==> config.mk <==
export PLATFORM = sky130hd
export DESIGN_NAME = ysyx_24080006_icache_ctrl
export DESIGN_NICKNAME = d
export VERILOG_FILES = /design/src/rtl/ysyx_24080006_pkg.sv /design/src/rtl/ysyx_24080006_icache_ctrl.sv
export SDC_FILE = /design/constraint.sdc
export NUM_CORES = 1
export LEC_CHECK = 0
export BUFFER_PORTS_ARGS = -buffer_cell sky130_fd_sc_hd__buf_4
export CAP_MARGIN = 10
export CORE_MARGIN = 2
export CORE_UTILIZATION = 35
export CTS_CLUSTER_DIAMETER = 100
export DETAILED_ROUTE_END_ITERATION = 10
export SLEW_MARGIN = 15
export SYNTH_ARGS = -nofsm -noshare
export SYNTH_HDL_FRONTEND = slang
export SYNTH_SLANG_ARGS = --single-unit
==> constraint.sdc <==
create_clock -name clock -period 3.8 [get_ports clock]
set_input_delay 0.19 -clock clock [delete_from_list [all_inputs] [get_ports clock]]
set_output_delay 0.19 -clock clock [all_outputs]
set_load 0.01 [all_outputs]
==> src/rtl/ysyx_24080006_pkg.sv <==
// Shared I-cache geometry and line storage type.
// Used by the cache controller and the line storage array.
package ysyx_24080006_pkg;

  localparam int IC_N = 4;
  localparam int IC_M = 4;
  localparam int IC_T = 32 - IC_N - IC_M;
  localparam int IC_2 = 1 << IC_N;

  typedef struct packed {
    logic             valid;
    logic [IC_T-1:0]  tag;
    logic [3:0][31:0] data;
  } icache_t;

  function automatic logic [31:0] line_base(
    input logic [31:0] a
  );
    return {a[31:IC_M], {IC_M{1'b0}}};
  endfunction

endpackage

==> src/rtl/ysyx_24080006_icache_ctrl.sv <==
// Direct-mapped I-cache controller with AXI4 INCR line refill.
// Optional hit/miss counters: YSYX_24080006_ICACHE_PERF_EN.
module ysyx_24080006_icache_ctrl
  import ysyx_24080006_pkg::*;
(
  input  logic            clock,
  input  logic            reset,
  input  logic            ifu_valid,
  output logic            ifu_ready,
  input  logic [31:0]     ifu_addr,
  input  logic            fence_i,
  output logic            rsp_valid,
  input  logic            rsp_ready,
  output logic [31:0]     rsp_inst,
  output logic            rsp_err,
  output logic [IC_N-1:0] ic_index,
  input  icache_t         ic_rdata,
  output logic            ic_we,
  output icache_t         ic_wdata,
  output logic            arvalid,
  input  logic            arready,
  output logic [31:0]     araddr,
  output logic [7:0]      arlen,
  output logic [2:0]      arsize,
  output logic [1:0]      arburst,
  input  logic            rvalid,
  output logic            rready,
  input  logic [31:0]     rdata,
  input  logic [1:0]      rresp,
  input  logic            rlast
`ifdef YSYX_24080006_ICACHE_PERF_EN
  ,
  output logic [31:0]     perf_hit,
  output logic [31:0]     perf_miss
`endif
);

  typedef enum logic [2:0] {
    IDLE,
    CHECK,
    AR,
    R,
    FILL,
    RESP,
    FLUSH
  } state_t;

  localparam logic [IC_N-1:0] LAST_IDX = IC_N'(IC_2 - 1);

  state_t           state;
  logic [31:0]      addr;
  logic [3:0][31:0] line_buf;
  logic [1:0]       beat;
  logic             err;
  logic             fence_pend;
  logic [IC_N-1:0]  fcnt;

  logic [IC_T-1:0]  tag;
  logic [1:0]       word;
  logic             hit;
  logic             rresp_bad;
  logic             err_now;
  logic             unused_bits;

  assign tag       = addr[31:IC_M+IC_N];
  assign word      = addr[3:2];
  assign hit       = ic_rdata.valid && (ic_rdata.tag == tag);
  assign rresp_bad = (rresp != 2'b00);
  assign err_now   = err | rresp_bad;

  assign araddr      = line_base(addr);
  assign arlen       = 8'd3;
  assign arsize      = 3'd2;
  assign arburst     = 2'b01;
  assign unused_bits = ^addr[1:0];

  always_comb begin
    ic_index = addr[IC_M+IC_N-1:IC_M];
    ic_wdata = '0;
    if (state == FLUSH) begin
      ic_index = fcnt;
    end
    if (state == FILL) begin
      ic_wdata.valid = 1'b1;
      ic_wdata.tag   = tag;
      ic_wdata.data  = line_buf;
    end
  end

  always_ff @(posedge clock or negedge reset) begin
    if (!reset) begin
      state      <= IDLE;
      addr       <= '0;
      line_buf   <= '0;
      beat       <= '0;
      err        <= 1'b0;
      fence_pend <= 1'b0;
      fcnt       <= '0;
      ifu_ready  <= 1'b0;
      rsp_valid  <= 1'b0;
      rsp_inst   <= '0;
      rsp_err    <= 1'b0;
      arvalid    <= 1'b0;
      rready     <= 1'b0;
      ic_we      <= 1'b0;
`ifdef YSYX_24080006_ICACHE_PERF_EN
      perf_hit   <= '0;
      perf_miss  <= '0;
`endif
    end else begin
      // Fence arriving mid-transaction waits for the next IDLE.
      if (fence_i && state != IDLE && state != FLUSH) begin
        fence_pend <= 1'b1;
      end
      case (state)
        IDLE: begin
          if (fence_i || fence_pend) begin
            state      <= FLUSH;
            fence_pend <= 1'b0;
            ifu_ready  <= 1'b0;
            ic_we      <= 1'b1;
            fcnt       <= '0;
          end else if (ifu_valid && ifu_ready) begin
            state     <= CHECK;
            addr      <= ifu_addr;
            ifu_ready <= 1'b0;
            err       <= 1'b0;
            line_buf  <= '0;
            beat      <= '0;
          end else begin
            ifu_ready <= 1'b1;
          end
        end
        CHECK: begin
          if (hit) begin
            state     <= RESP;
            rsp_valid <= 1'b1;
            rsp_inst  <= ic_rdata.data[word];
            rsp_err   <= 1'b0;
`ifdef YSYX_24080006_ICACHE_PERF_EN
            if (perf_hit != '1) perf_hit <= perf_hit + 32'd1;
`endif
          end else begin
            state   <= AR;
            arvalid <= 1'b1;
`ifdef YSYX_24080006_ICACHE_PERF_EN
            if (perf_miss != '1) perf_miss <= perf_miss + 32'd1;
`endif
          end
        end
        AR: begin
          if (arready) begin
            state   <= R;
            arvalid <= 1'b0;
            rready  <= 1'b1;
          end
        end
        R: begin
          if (rvalid) begin
            line_buf[beat] <= rdata;
            beat           <= beat + 2'd1;
            if (rresp_bad) err <= 1'b1;
            if (rlast) begin
              state  <= FILL;
              rready <= 1'b0;
              ic_we  <= ~err_now;
            end
          end
        end
        FILL: begin
          state     <= RESP;
          ic_we     <= 1'b0;
          rsp_valid <= 1'b1;
          rsp_err   <= err;
          rsp_inst  <= err ? 32'd0 : line_buf[word];
        end
        RESP: begin
          if (rsp_ready) begin
            state     <= IDLE;
            rsp_valid <= 1'b0;
            ifu_ready <= ~(fence_pend | fence_i);
          end
        end
        FLUSH: begin
          fcnt <= fcnt + 1'b1;
          if (fcnt == LAST_IDX) begin
            state     <= IDLE;
            ic_we     <= 1'b0;
            ifu_ready <= 1'b1;
          end
        end
        default: state <= IDLE;
      endcase
    end
  end

endmodule

==> results of run 1 <==
## cells in the final DEF, fill, tap and decap left out, types with 5 or more instances in the layout
cell type,instances
a21oi_1,13
nand2_1,23
inv_1,7
conb_1,17
mux4_2,64
clkbuf_16,25
xnor2_1,24
dfrtp_1,205
ha_1,5
o21ai_0,12
nand4_1,12
buf_12,5
and3_1,156
mux2_2,34
a22o_1,161
mux2_4,28
buf_4,462
dlygate4sd3_1,67
nor2_1,14
## area by class of cell
cell class,instances,area share
Timing Repair Buffer,536,0.257
Inverter,8,0.00196
Sequential cell,207,0.312
Tap cell,442,0.0332
Clock inverter,9,0.00782
Clock buffer,33,0.0418
Multi-Input combinational cell,615,0.346
## through the flow
step	util	setup WS [ns]	cell area [um2]	power, mW
finish	0.510	0.815	16600	11.2
CTS	0.509	0.838	16600	11.2
global route	0.510	0.654	16600	11.8
floorplan	-	1.78	11700	6.80
global placement	0.463	1.03	15100	8.58
detailed placement	0.463	0.973	15100	8.68
## power by group
part	internal, mW	leakage, nW	switching (mW)
Clock	1.48	0.405	0.951
Sequential	2.99	2.72	0.913
Combinational	2.56	5.44	2.26
Total	7.03	8.56	4.12
## critical path: stages, from the launching register on
cell and delay [ns]:
dfrtp_1 0.71, and2b_4 0.46, buf_4 0.57, and3_1 0.31, buf_4 0.14
## state kept, by name, indices dropped and copies added, names as in the netlist
signal      count
rsp_inst       32
rsp_valid       1
fence_pend      1
fcnt            4
line_buf      128
ifu_ready       1
rsp_err         1
ic_we           1
arvalid         1
err             1
state           3
rready          1
addr           30
beat            2
## synth_stat cells, types with 2 or more instances
master	instances
buf_2	32
and2_1	6
a31oi_1	3
buf_6	3
nand3_1	4
dfrtp_1	207
buf_4	46
nand2b_1	3
nand4_1	12
conb_1	2
nand2_1	24
a22o_1	161
buf_1	5
a21oi_1	13
o21bai_1	2
and3_2	2
nor2_1	15
ha_1	5
o31ai_1	2
o21ai_1	4
and3_1	156
nand3b_1	4
mux4_2	64
clkbuf_1	54
inv_1	7
o21ai_0	12
mux2_2	34
xnor2_1	24
mux2_4	28
a311oi_1	2
nor3_1	2
## logic make-up after synthesis
| logic type | Yosys count | synth area share |
|---|---|---|
| adders and majority gates | 5 | 0.00539 |
| buffers and inverters | 148 | 0.0681 |
| and+or+nand+nor | 234 | 0.120 |
| DFF | 207 | 0.446 |
| other | 2 | 0.000647 |
| muxes | 126 | 0.193 |
| AOI/OAI and AO/OA | 209 | 0.149 |
| xor gates and xnor gates | 24 | 0.0181 |
## layer usage
metal | up-vias | wire, um
met5 | - | 13
met4 | 2 | 867
met3 | 67 | 2930
met2 | 453 | 20200
met1 | 5209 | 18300
li1 | 4480 | -
## final timing paths
kind                                          start                        end  slack, ns  depth (start not counted)
min                                       rsp_ready      rsp_valid$_DFFE_PN0P_       0.04                          4
max in group asynchronous                     reset  line_buf[110]$_DFFE_PN0P_       2.67                          3
min in group asynchronous                     reset        addr[2]$_DFFE_PN0P_       0.22                          2
max                            state[2]$_DFFE_PN0P_               ic_wdata[30]       0.82                          4
min reg2reg                rsp_inst[22]$_DFFE_PN0P_   rsp_inst[22]$_DFFE_PN0P_       0.51                          1
max reg2reg                    state[1]$_DFFE_PN0P_    line_buf[6]$_DFFE_PN0P_       1.10                          6
## what timing repair did
item,CTS,global route
buffers inserted,0,0
endpoints found under the hold margin,244,0
hold buffers,67,0
gates resized for setup,0,0
==> results.toml, run 1 <==
[global_route]
grt_use_met1 = 0.332
gr-max-usage-layer = "met2"
antenna_found_initial = 1
grt_pass1_vias = 10331
grtUsageTotal = 0.238
use_met3 = 0.0409
overflow = 0
grt_pass1_wl_um = 63100
grtUsageMet2 = 0.387
grt_max_degree = 87

[setup_path]
worstPathMaxFanout = 72
cp.arrival_ns = 2.79
end_kind = "primary output"
path_class = "reg -> out"
critPathRequiredTime_ns = 3.61
start_kind = "flip-flop"

[timing]
tightest_slew_ns = 1.11
tns_ns = 0
fin_crit_ns = 2.98
hold_violations = 0
holdWs_ns = 0.0413
relSlewSlack = 0.259
rsz0062_at_grt = "false"
clock.fmax_mhz = 335
finalCritPeriodShare = 0.785
clock_skew_ns = 0.0217
slew_violations = 0
setup_viol = 0

[finish]
num-fill-cells = 2970
multi_input_area_mm2 = 0.00576
drive_gt1_frac = 0.464
diodes = 0
area_growth_pct = 43.3
regArea_mm2 = 0.00519
nets = 1625
final_cells = 1850

[pwr]
power_density_mw_per_mm2 = 670
p_leak_nw = 8.56
ir_worst_vdd_mv = 0.336

[route]
initialDrtViolationCount = 644
avgRoutedWirePerCell_um = 22.9
route.detailed.drc = 0
firstDrtPassIters = 5
vias_per_cell = 5.52
totalWireLength_um = 42300
vias = 10211
ant_nets = 0

[synth]
synthTopCellsByArea = "dfrtp_1, mux4_2, a22o_1, and3_1, mux2_4"
syn-cell-area_mm2 = 0.0116
synth_top_area_cell = "dfrtp_1"
seq_area_frac_synth = 0.446
synth_edf_count = 0
yosysWarnings = 0
synth_ff_type = "dfrtp_1"
ys_ff_latch = 207
syn_area_per_cell_um2 = 12.2
async_flop_share = 1.00
synth.distinct_cells = 48
synthCells = 955
synth_top_area_frac = 0.446

[outcome]
status = "complete, no violations"

[clock_tree]
htree_levels = 1
clockBufferDepth = 3
insertion_delay_ns = 0.52
clock_sinks = 207
cts_made_buffers = 25
cts_tree = "built"
clockRootBuffer = "clkbuf_16"
clk_pin_slew_ns = 0.06

[floorplan]
coreArea_mm2 = 0.0326
start_util = 0.356
row_count = 66
die_h_um = 186
die_area_mm2 = 0.0346
chipWidth_um = 186
ios = 467

[place]
dp_hpwl_um = 28800
dpl.cell_count = 1740
gp_congestion = 0.841
numPortBuffers = 447

[job]
maxCapViolations = 0

[hold_path]
hold_path.class = "in -> reg"
Power figures use the tool's default switching activity.
==> run 2: changes to the inputs <==
clock period = 2.55 ns   (was 3.8 ns; I/O delays follow)
==> run 2 against run 1 <==
Critical path depth unchanged. Sequential share of layout area down 0.64 points. Non-clock buffer count up 17. Utilization rose by 1.1 points. Combinational power up 58%. Clock power increased by 65%. Sequential power increased by 45%. Via count up 0.95%. Total power is 55% higher. Cell count rose by 1.1%. Global-route usage increased by 0.21 points. First-iteration DRC count is 5.9% higher. Largest cell class unchanged.
==> results.toml, run 2 (synthesis gave the netlist of run 1 again) <==
[outcome]
status = "complete, no violations"

[timing]
fin_crit_ns = 2.55
finalCritPeriodShare = 0.999
holdWs_ns = 0.0628
relSlewSlack = 0.280
rsz0062_at_grt = "false"
slew_violations = 0
hold_violations = 0
tns_ns = 0
setup_viol = 0
clock.fmax_mhz = 393
clock_skew_ns = 0.0134
tightest_slew_ns = 1.08

[clock_tree]
cts_tree = "built"
clock_sinks = 207
cts_made_buffers = 25
htree_levels = 1
clockRootBuffer = "clkbuf_16"
post_cts.repair.setup_buffers = 0
clk_pin_slew_ns = 0.06
clockBufferDepth = 3
insertion_delay_ns = 0.53

[setup_path]
critPathRequiredTime_ns = 2.42
slowest_delay_ns = 0.52
worstPathMaxFanout = 156
reg2reg_depth = 5
worstPathCellList = "and2b_4 -> buf_16 -> and3_1 -> buf_4"
start_kind = "flip-flop"
critPathSlowestCell = "dfrtp_1"
path_class = "reg -> out"
r2r-start = "state[0]$_DFFE_PN0P_"
reg2reg_slack_ns = 0.26
crit_start = "state[0]$_DFFE_PN0P_"
critPathTopFamily = "simple AND/OR/NAND/NOR gates"
crit_cells = 4
cp.arrival_ns = 2.42
cp-endpoint = "ic_wdata[30]"
r2r_end = "rsp_inst[10]$_DFFE_PN0P_"
end_kind = "primary output"
path_buf_inv = 2

[route]
top_layer = "met5"
totalWireLength_um = 43200
initialDrtViolationCount = 682
met1Wirelength_um = 18100
vias = 10308
dr_wl_met3_um = 3420
firstDrtPassIters = 5
ant_nets = 0
avgRoutedWirePerCell_um = 23.1
route.detailed.drc = 0
wl_met2_um = 20600
vias_per_cell = 5.51

[finish]
drive_gt1_frac = 0.472
final_cells = 1871
most-common-layout-cells = "buf_4, dfrtp_1, a22o_1"
top_regs = "line_buf: 128 flops, rsp_inst: 32 flops, addr: 30 flops"
final_common_cell = "buf_4"
area_growth_pct = 46.3
regMostFlops = "line_buf"
nets = 1642
largest_register_ffs = 128
diodes = 0

[floorplan]
die_h_um = 186
chipWidth_um = 186
coreArea_mm2 = 0.0326
row_count = 66
start_util = 0.356
die_area_mm2 = 0.0346
ios = 467

[hold_path]
hold_path.class = "in -> reg"

[pwr]
power_density_mw_per_mm2 = 1020
p_leak_nw = 8.74
ir_worst_vdd_mv = 0.644
power_mw = 17.3

[job]
maxCapViolations = 0

[global_route]
antenna_found_initial = 1
overflow = 0
grt_max_degree = 157
grtUsageTotal = 0.240
grt_pass1_wl_um = 63200
grt_pass1_vias = 10357

[place]
dpl.cell_count = 1757
dp_hpwl_um = 29600
numPortBuffers = 447
gp_congestion = 0.854
run 2: changes by cell type in the layout (fill, tap and decap cells not counted), sizes merged:
| cell | delta |
|---|---|
| buf | +16 |
| bufinv | +3 |
| clkinv | +3 |
| clkinvlp | -1 |
| dlygate4sd3 | +1 |
| inv | -1 |
run 2: metrics by stage:
step / utilization / setup slack [ns] / area, um2
global route: 0.521 / 0.0223 / 17000
finish: 0.521 / 0.00298 / 17000
detailed placement: 0.471 / 0.320 / 15400
CTS: 0.520 / 0.0967 / 17000
global placement: 0.471 / 0.379 / 15400
floorplan: - / 0.533 / 11700
run 2: worst reg2reg max path, cell delays in order, from the launching register on:
cell     delay, ns
dfrtp_1       0.52
and2b_4       0.35
nand2_2       0.10
nor2_4        0.82
a22o_1        0.30
mux2_4        0.14
run 2: where the power goes:
part,internal (mW),total (mW),leakage [nW],switching [mW]
clock,2.58,4.02,0.467,1.45
sequential,4.46,5.64,2.72,1.18
combinational,4.00,7.62,5.56,3.62
total,11.0,17.3,8.74,6.25
run 2: cell type report:
class,instances,area (um2)
fillers,2922,15600
multi-input cells,615,5760
flip-flops and latches,207,5190
repair buffers,553,4520
clock buffers,33,716
well taps,442,553
clock inverters,13,223
inverters,8,32.5
run 2: timing repair:
item	CTS	global route
endpoints found under the setup margin	3	9
hold endpoints to repair	230	0
hold buffers	68	0
resized for setup	1	1
run 2: worst min path at each step:
stage	from	endpoint	slack [ns]	cells past startpoint
global placement	reset	addr[3]$_DFFE_PN0P_	0.12	1
CTS	rresp[1]	ic_we$_DFFE_PN0P_	0.02	4
finish	rresp[1]	ic_we$_DFFE_PN0P_	0.06	4
detailed placement	reset	addr[3]$_DFFE_PN0P_	0.14	1
floorplan	reset	addr[10]$_DFFE_PN0P_	-0.17	0
global route	rresp[1]	ic_we$_DFFE_PN0P_	0.05	4
run 2: metal layers:
metal	vias to the layer above	track usage
met5	-	0
met2	449	0.385
li1	4524	-
met1	5260	0.333
met3	73	0.0462
met4	2	0.0665
